File: src/rtl/keccak_pkg.sv
// keccak_pkg: mode encodings, rate table and padding constants shared by the Keccak input loader
package keccak_pkg;
    typedef enum logic [1:0] {
        MODE_SHA3_256 = 2'b00,
        MODE_SHA3_512 = 2'b01,
        MODE_SHAKE128 = 2'b10,
        MODE_SHAKE256 = 2'b11
    } mode_e;
    typedef enum logic [2:0] {IDLE, LOAD, PAD, ZFILL, WAIT} state_e;
    localparam logic [7:0] SFX_SHA3 = 8'h06;
    localparam logic [7:0] SFX_SHAKE = 8'h1F;
    localparam logic [7:0] PAD_END = 8'h80;
    function automatic logic [5:0] rate_words(input logic [1:0] m);
        return (m == MODE_SHA3_512) ? 6'd18 : (m == MODE_SHAKE128) ? 6'd42 : 6'd34;
    endfunction
    function automatic logic [7:0] suffix(input logic [1:0] m);
        return m[1] ? SFX_SHAKE : SFX_SHA3;
    endfunction
    // keep bytes below n, put the suffix at byte n, zero the rest
    function automatic logic [31:0] pad_word(input logic [31:0] w, input logic [2:0] n, input logic [7:0] sfx);
        logic [31:0] r;
        for (int i = 0; i < 4; i++)
            r[8*i +: 8] = (i < int'(n)) ? w[8*i +: 8] : (i == int'(n)) ? sfx : 8'h00;
        return r;
    endfunction
endpackage

File: src/rtl/sr_reg.sv
// sr_reg: set/clear flag register; set wins over clear, rst returns it to INIT
module sr_reg #(
    parameter logic INIT = 1'b0
) (
    input  logic clk,
    input  logic rst,
    input  logic set,
    input  logic clr,
    output logic q
);
    always_ff @(posedge clk)
        if (rst) q <= INIT;
        else if (set) q <= 1'b1;
        else if (clr) q <= 1'b0;
endmodule

File: src/rtl/keccak_input_loader.sv
// keccak_input_loader: packs message beats into rate-sized Keccak blocks with SHA3/SHAKE padding
module keccak_input_loader
    import keccak_pkg::*;
(
    input  logic        clk,
    input  logic        rst,
    input  logic [31:0] in_data,
    input  logic        in_valid,
    input  logic        in_last,
    input  logic [2:0]  in_nbytes,
    output logic        in_ready,
    input  logic [1:0]  cfg_mode,
    input  logic [31:0] cfg_out_bits,
    output logic        blk_we,
    output logic [5:0]  blk_addr,
    output logic [31:0] blk_data,
    output logic        block_ready,
    output logic        msg_end,
    input  logic        block_ready_clr,
    input  logic        msg_end_clr,
    output logic [31:0] d,
    output logic [1:0]  mode
);
    state_e state, state_nxt;
    logic [5:0] cnt, rate, base, wr_addr;
    logic [1:0] cur_mode;
    logic [31:0] data_q, wr_data, pw;
    logic [7:0] sfx;
    logic [2:0] nb_q;
    logic pend, fin, acc, fw, at_end, wr_en, wr_end, wr_final, end_q, final_q;
    assign cur_mode = (state == IDLE) ? cfg_mode : mode;
    assign rate = rate_words(cur_mode);
    assign sfx = suffix(cur_mode);
    assign base = (state == IDLE) ? 6'd0 : cnt;
    assign at_end = base == rate - 6'd1;
    assign acc = in_valid && in_ready;
    assign fw = in_nbytes == 3'd4;
    // a full last beat was already written, so PAD only emits the suffix-only word
    assign pw = (nb_q == 3'd4 ? {24'd0, sfx} : pad_word(data_q, nb_q, sfx)) | (at_end ? {PAD_END, 24'd0} : 32'd0);
    always_ff @(posedge clk)
        state <= rst ? IDLE : state_nxt;
    always_comb begin
        state_nxt = state;
        case (state)
            IDLE, LOAD: if (acc) state_nxt = in_last ? ((fw && at_end) ? WAIT : PAD) : (at_end ? WAIT : LOAD);
            PAD, ZFILL: state_nxt = at_end ? WAIT : ZFILL;
            WAIT: if (fin ? (!block_ready && !msg_end && !end_q) : (block_ready && block_ready_clr))
                state_nxt = fin ? IDLE : pend ? PAD : LOAD;
            default: state_nxt = IDLE;
        endcase
    end
    always_comb begin
        in_ready = !rst && (state == IDLE || state == LOAD);
        wr_en = 1'b0;
        wr_addr = 6'd0;
        wr_data = 32'd0;
        wr_end = at_end;
        wr_final = 1'b0;
        case (state)
            IDLE, LOAD: if (acc && fw) begin
                wr_en = 1'b1;
                wr_addr = base;
                wr_data = in_data;
            end
            PAD: begin
                wr_en = 1'b1;
                wr_addr = cnt;
                wr_data = pw;
                wr_final = 1'b1;
            end
            ZFILL: begin
                wr_en = 1'b1;
                wr_addr = cnt;
                wr_data = at_end ? {PAD_END, 24'd0} : 32'd0;
                wr_final = 1'b1;
            end
            default: wr_en = 1'b0;
        endcase
    end
    always_ff @(posedge clk) begin
        if (rst) begin
            cnt <= 6'd0;
            mode <= 2'b00;
            d <= 32'd0;
            data_q <= 32'd0;
            nb_q <= 3'd0;
            pend <= 1'b0;
            fin <= 1'b0;
            blk_we <= 1'b0;
            blk_addr <= 6'd0;
            blk_data <= 32'd0;
            end_q <= 1'b0;
            final_q <= 1'b0;
        end else begin
            blk_we <= wr_en;
            blk_addr <= wr_addr;
            blk_data <= wr_data;
            end_q <= wr_en && wr_end;
            final_q <= wr_en && wr_final;
            if (acc) begin
                cnt <= base + 6'(fw);
                data_q <= in_data;
                nb_q <= in_nbytes;
                pend <= in_last && fw && at_end;
                fin <= 1'b0;
            end else if (state == PAD || state == ZFILL) begin
                cnt <= cnt + 6'd1;
                if (at_end) fin <= 1'b1;
            end else if (state == WAIT) cnt <= 6'd0;
            if (acc && state == IDLE) begin
                mode <= cfg_mode;
                d <= cfg_out_bits;
            end
        end
    end
    sr_reg #(.INIT(1'b0)) u_block_ready (
        .clk(clk), .rst(rst), .set(end_q), .clr(block_ready_clr), .q(block_ready)
    );
    sr_reg #(.INIT(1'b0)) u_msg_end (
        .clk(clk), .rst(rst), .set(end_q && final_q), .clr(msg_end_clr), .q(msg_end)
    );
endmodule

File: config.mk
export PLATFORM = sky130hd
export DESIGN_NAME = keccak_input_loader
export DESIGN_NICKNAME = d
export VERILOG_FILES = /design/src/rtl/keccak_pkg.sv /design/src/rtl/sr_reg.sv /design/src/rtl/keccak_input_loader.sv
export SDC_FILE = /design/constraint.sdc
export NUM_CORES = 1
export LEC_CHECK = 0
export CORE_MARGIN = 10
export CORE_UTILIZATION = 33
export DETAILED_ROUTE_END_ITERATION = 12
export PLACE_DENSITY = 0.61
export RECOVER_POWER = 25
export SYNTH_ARGS = -nofsm -noshare
export SYNTH_HDL_FRONTEND = slang
export SYNTH_SLANG_ARGS = --single-unit
export TNS_END_PERCENT = 5
File: constraint.sdc
create_clock -name clk -period 4.3 [get_ports clk]
set_input_delay 0.43 -clock clk [delete_from_list [all_inputs] [get_ports clk]]
set_output_delay 0.43 -clock clk [all_outputs]
set_load 0.02 [all_outputs]
==> key figures <==
Setup path
  • WS Path Type: input pin to register
  • WP data required: 4.65 ns
  • Slowest-stage cell, CP: nor3_1
  • Largest delay share family, worst path: simple AND/OR/NAND/NOR gates
  • Critical Path Max Stage Delay: approximately 0.76 ns
  • R2r setup slk: 1.94 ns
  • Stages on worst setup path: 6
  • Worst setup SP type: input pin
  • Worst EP arrival: 2.82 ns
  • R2r startpoint: state[2]$_SDFFE_PP0P_
  • Cell Chain, Critical Path: clkbuf_1, or2_0, nor3_1, o31a_1, o21ai_0, nand2_1
  • WP buf/inv: 1
  • CP max FO: 28
  • Worst Reg2Reg Path Length in Cells: 5
  • Worst setup EP type: register
  • R2r endpoint: blk_data[3]$_SDFF_PP0_

Logic synthesis
  • Warnings from Yosys: 0
  • Synth Area in Adders: 0.00783
  • Most frequently used flop master after synthesis: dfxtp_1
  • Post-synthesis simple-gate area fraction: 0.241
  • Synth Area in XOR/XNOR: 0.0110
  • Sequential fraction of the synthesis area: 0.514
  • Synthesized net count: roughly 650
  • Post-synthesis compound-gate area fraction: 0.182
  • Main combinational cell family by area after synthesis: simple AND/OR/NAND/NOR gates
  • Post-synth ARST share: 0
  • Gate count after technology mapping: 575
  • Post-synthesis mux area share: 0.00235
  • Post-synth EDFFs: 0
  • Post-Syn Area: 4790 sq um
  • Synth cell types: 50
  • Syn Area/Cell: 8.34 sq um
  • #FFs+latches synth: 123

Global routing
  • Largest net degree at the start of global routing: between 70 and 80
  • Initial antenna violation count: 0
  • Number of global-route vias before repair: 4273
  • GRT Util Overall: 0.140
  • Global route total overflow: 0
  • First-pass GRT wire length: 22.6 mm

Layout
  • Most common cell after layout, fill and taps aside: nand2_1
  • Finished Cell Area: 6960 sq um
  • Finished Layout Cells: 904
  • Commonest non-fill, non-tap cells in the layout: 141 x nand2_1, 123 x dfxtp_1, 111 x clkdlybuf4s50_1
  • Ant diodes: 0
  • Nets@finish: 789
  • Syn-to-layout area delta: 45.1%
  • Layout cells sized above 1: 0.0691

Timing
  • Final setup margin: between 1.5 and 2 ns
  • Fmax: 0.404 GHz
  • Final hold violation count: 0
  • TNS Setup: 0 ns
  • Final Max Tran Viols: 0
  • RSZ-0062 raised after global routing: false
  • Slew margin rel.: 0.188
  • Final setup violating endpoints: 0
  • Slew @ Worst Pin: around 1.2 ns
  • Period utilisation layout: 0.576
  • Worst setup skew after layout: ~0.0053 ns
  • Tmin final: 2.48 ns

Place
  • Port-buffer cells: 150
  • Total placed instance area: between 6000 and 7000 sq um
  • Placed cell count: approximately 870
  • GPL Wtd Cong: 0.813
  • Dpl ws: 1.73 ns
  • Post-DP HPWL: 10.5 mm

Detailed routing
  • Drt total wl: ~14 mm
  • DR pass1 iterations: 5
  • WL per Instance: 15.7 microns
  • Iter 0 DRT Violations: between 300 and 400
  • Remaining antenna violation count: 0
  • Via count: 4363
  • DRC: 0
  • Drt via density: 4.83

Die
  • Ports: 151
  • Die width: 141 microns
  • Die area: 19700 sq um
  • Core area: 14000 sq um
  • Std-Cell Rows: 43
  • DIE HEIGHT: between 100 and 150 microns
  • Initial Util: 0.341

Hold path
  • Hold path depth: 2
  • Min-Delay Startpoint: final_q$_SDFF_PP0_
  • WHS Endpoint: u_msg_end.q$_SDFFE_PP0P_
  • HP Class: register to register

Clock network
  • Root Buffer: clkbuf_16
  • TritonCTS Buffers: 17
  • Clock Pin Slew Worst Setup and Hold Paths: 0.05 ns
  • Clk sinks: 123
  • Clk_lat worst skew: ~0.40 ns
  • H-tree levels: 4
  • Clock Path Buffers: 2
  • Resized cells post-CTS: 0
  • CTS Hold Buffers Added: 0
  • CTS tree: done
  • Setup bufs post-CTS: 0

Pwr
  • Leak: between 2 and 3 nW
  • VDD IR max: ~230 uV
  • Power Dens Cells: approximately 410 nW/um^2

Run
  • Max Cap Violations: 0

Outcome
  • Status: finished clean
[area by class of cell]
type	instances	area, sq um
fill	1320	7090
sequential	123	2460
multi-input combinational	406	2140
timing repair buffer	155	1530
clock buffer	20	447
tap	180	225
clock inverter	12	124
inverter	8	30.0
[worst register-to-register path, delay by kind of cell (launching register included)]
family           cells  cell delay, ns
flip-flops           1            0.49
AO/OA/AOI/OAI        2            0.41
AND/OR/NAND/NOR      3            1.41
[cell families after synthesis]
| group | count (synthesis) |
|---|---|
| XOR/XNOR | 6 |
| AND/OR/NAND/NOR | 251 |
| adder cells (fa/ha/maj) | 3 |
| buffers and inverters | 46 |
| flip-flops | 123 |
| AO/OA/AOI/OAI | 145 |
| multiplexers | 1 |
[Yosys cell counts, drive strengths merged, types with 7 or more instances]
master  number  share of area
a22o        10          0.018
nor2        32          0.025
a22oi        7          0.011
nand3        7         0.0073
o21ai       55          0.058
inv          8         0.0063
nand2b      39          0.051
nand2      141           0.11
buf         14          0.017
dfxtp      123           0.51
a21oi       46          0.048
nor3         9          0.014
clkbuf      24          0.019
[power breakdown]
part / switching, W / internal, W
sequential: 0.0000344 / 0.00119
combinational: 0.000150 / 0.000143
clock: 0.000493 / 0.000862
[sequential cells by signal, summed over array words and instances, names as in the netlist]
name / count
blk_data: 32
d: 32
data_q: 32
blk_addr: 6
cnt: 6
nb_q: 3
state: 3
mode: 2
blk_we: 1
end_q: 1
fin: 1
final_q: 1
pend: 1
u_block_ready.q: 1
u_msg_end.q: 1
[stage by stage]
step	hold slack, ns	utilization	power (W)
2_1_floorplan	0.425	-	0.00139
3_3_place_gp	0.430	0.455	0.00154
3_5_place_dp	0.441	0.455	0.00155
4_1_cts	0.448	0.496	0.00291
5_1_grt	0.475	0.495	0.00299
6_report	0.444	0.495	0.00287
[routing by layer]
layer,GRT usage,vias to the layer above,wire length (microns)
met2,0.229,121,6890
met1,0.161,2017,6090
met4,0.0620,0,296
li1,-,2206,-
met3,0.0494,19,893
met5,0,-,0
[worst max path at each step]
stage                          startpoint                      end  slack, ns
floorplan           state[2]$_SDFFE_PP0P_      cnt[2]$_SDFFE_PP0P_       2.45
global placement                 in_valid  blk_data[29]$_SDFF_PP0_       1.82
detailed placement               in_valid  blk_data[30]$_SDFF_PP0_       1.73
CTS                 state[2]$_SDFFE_PP0P_                 in_ready       1.93
global route                          rst  blk_data[29]$_SDFF_PP0_       1.70
finish                                rst   blk_data[3]$_SDFF_PP0_       1.82
Note: power is estimated with default switching activity, not from simulation.
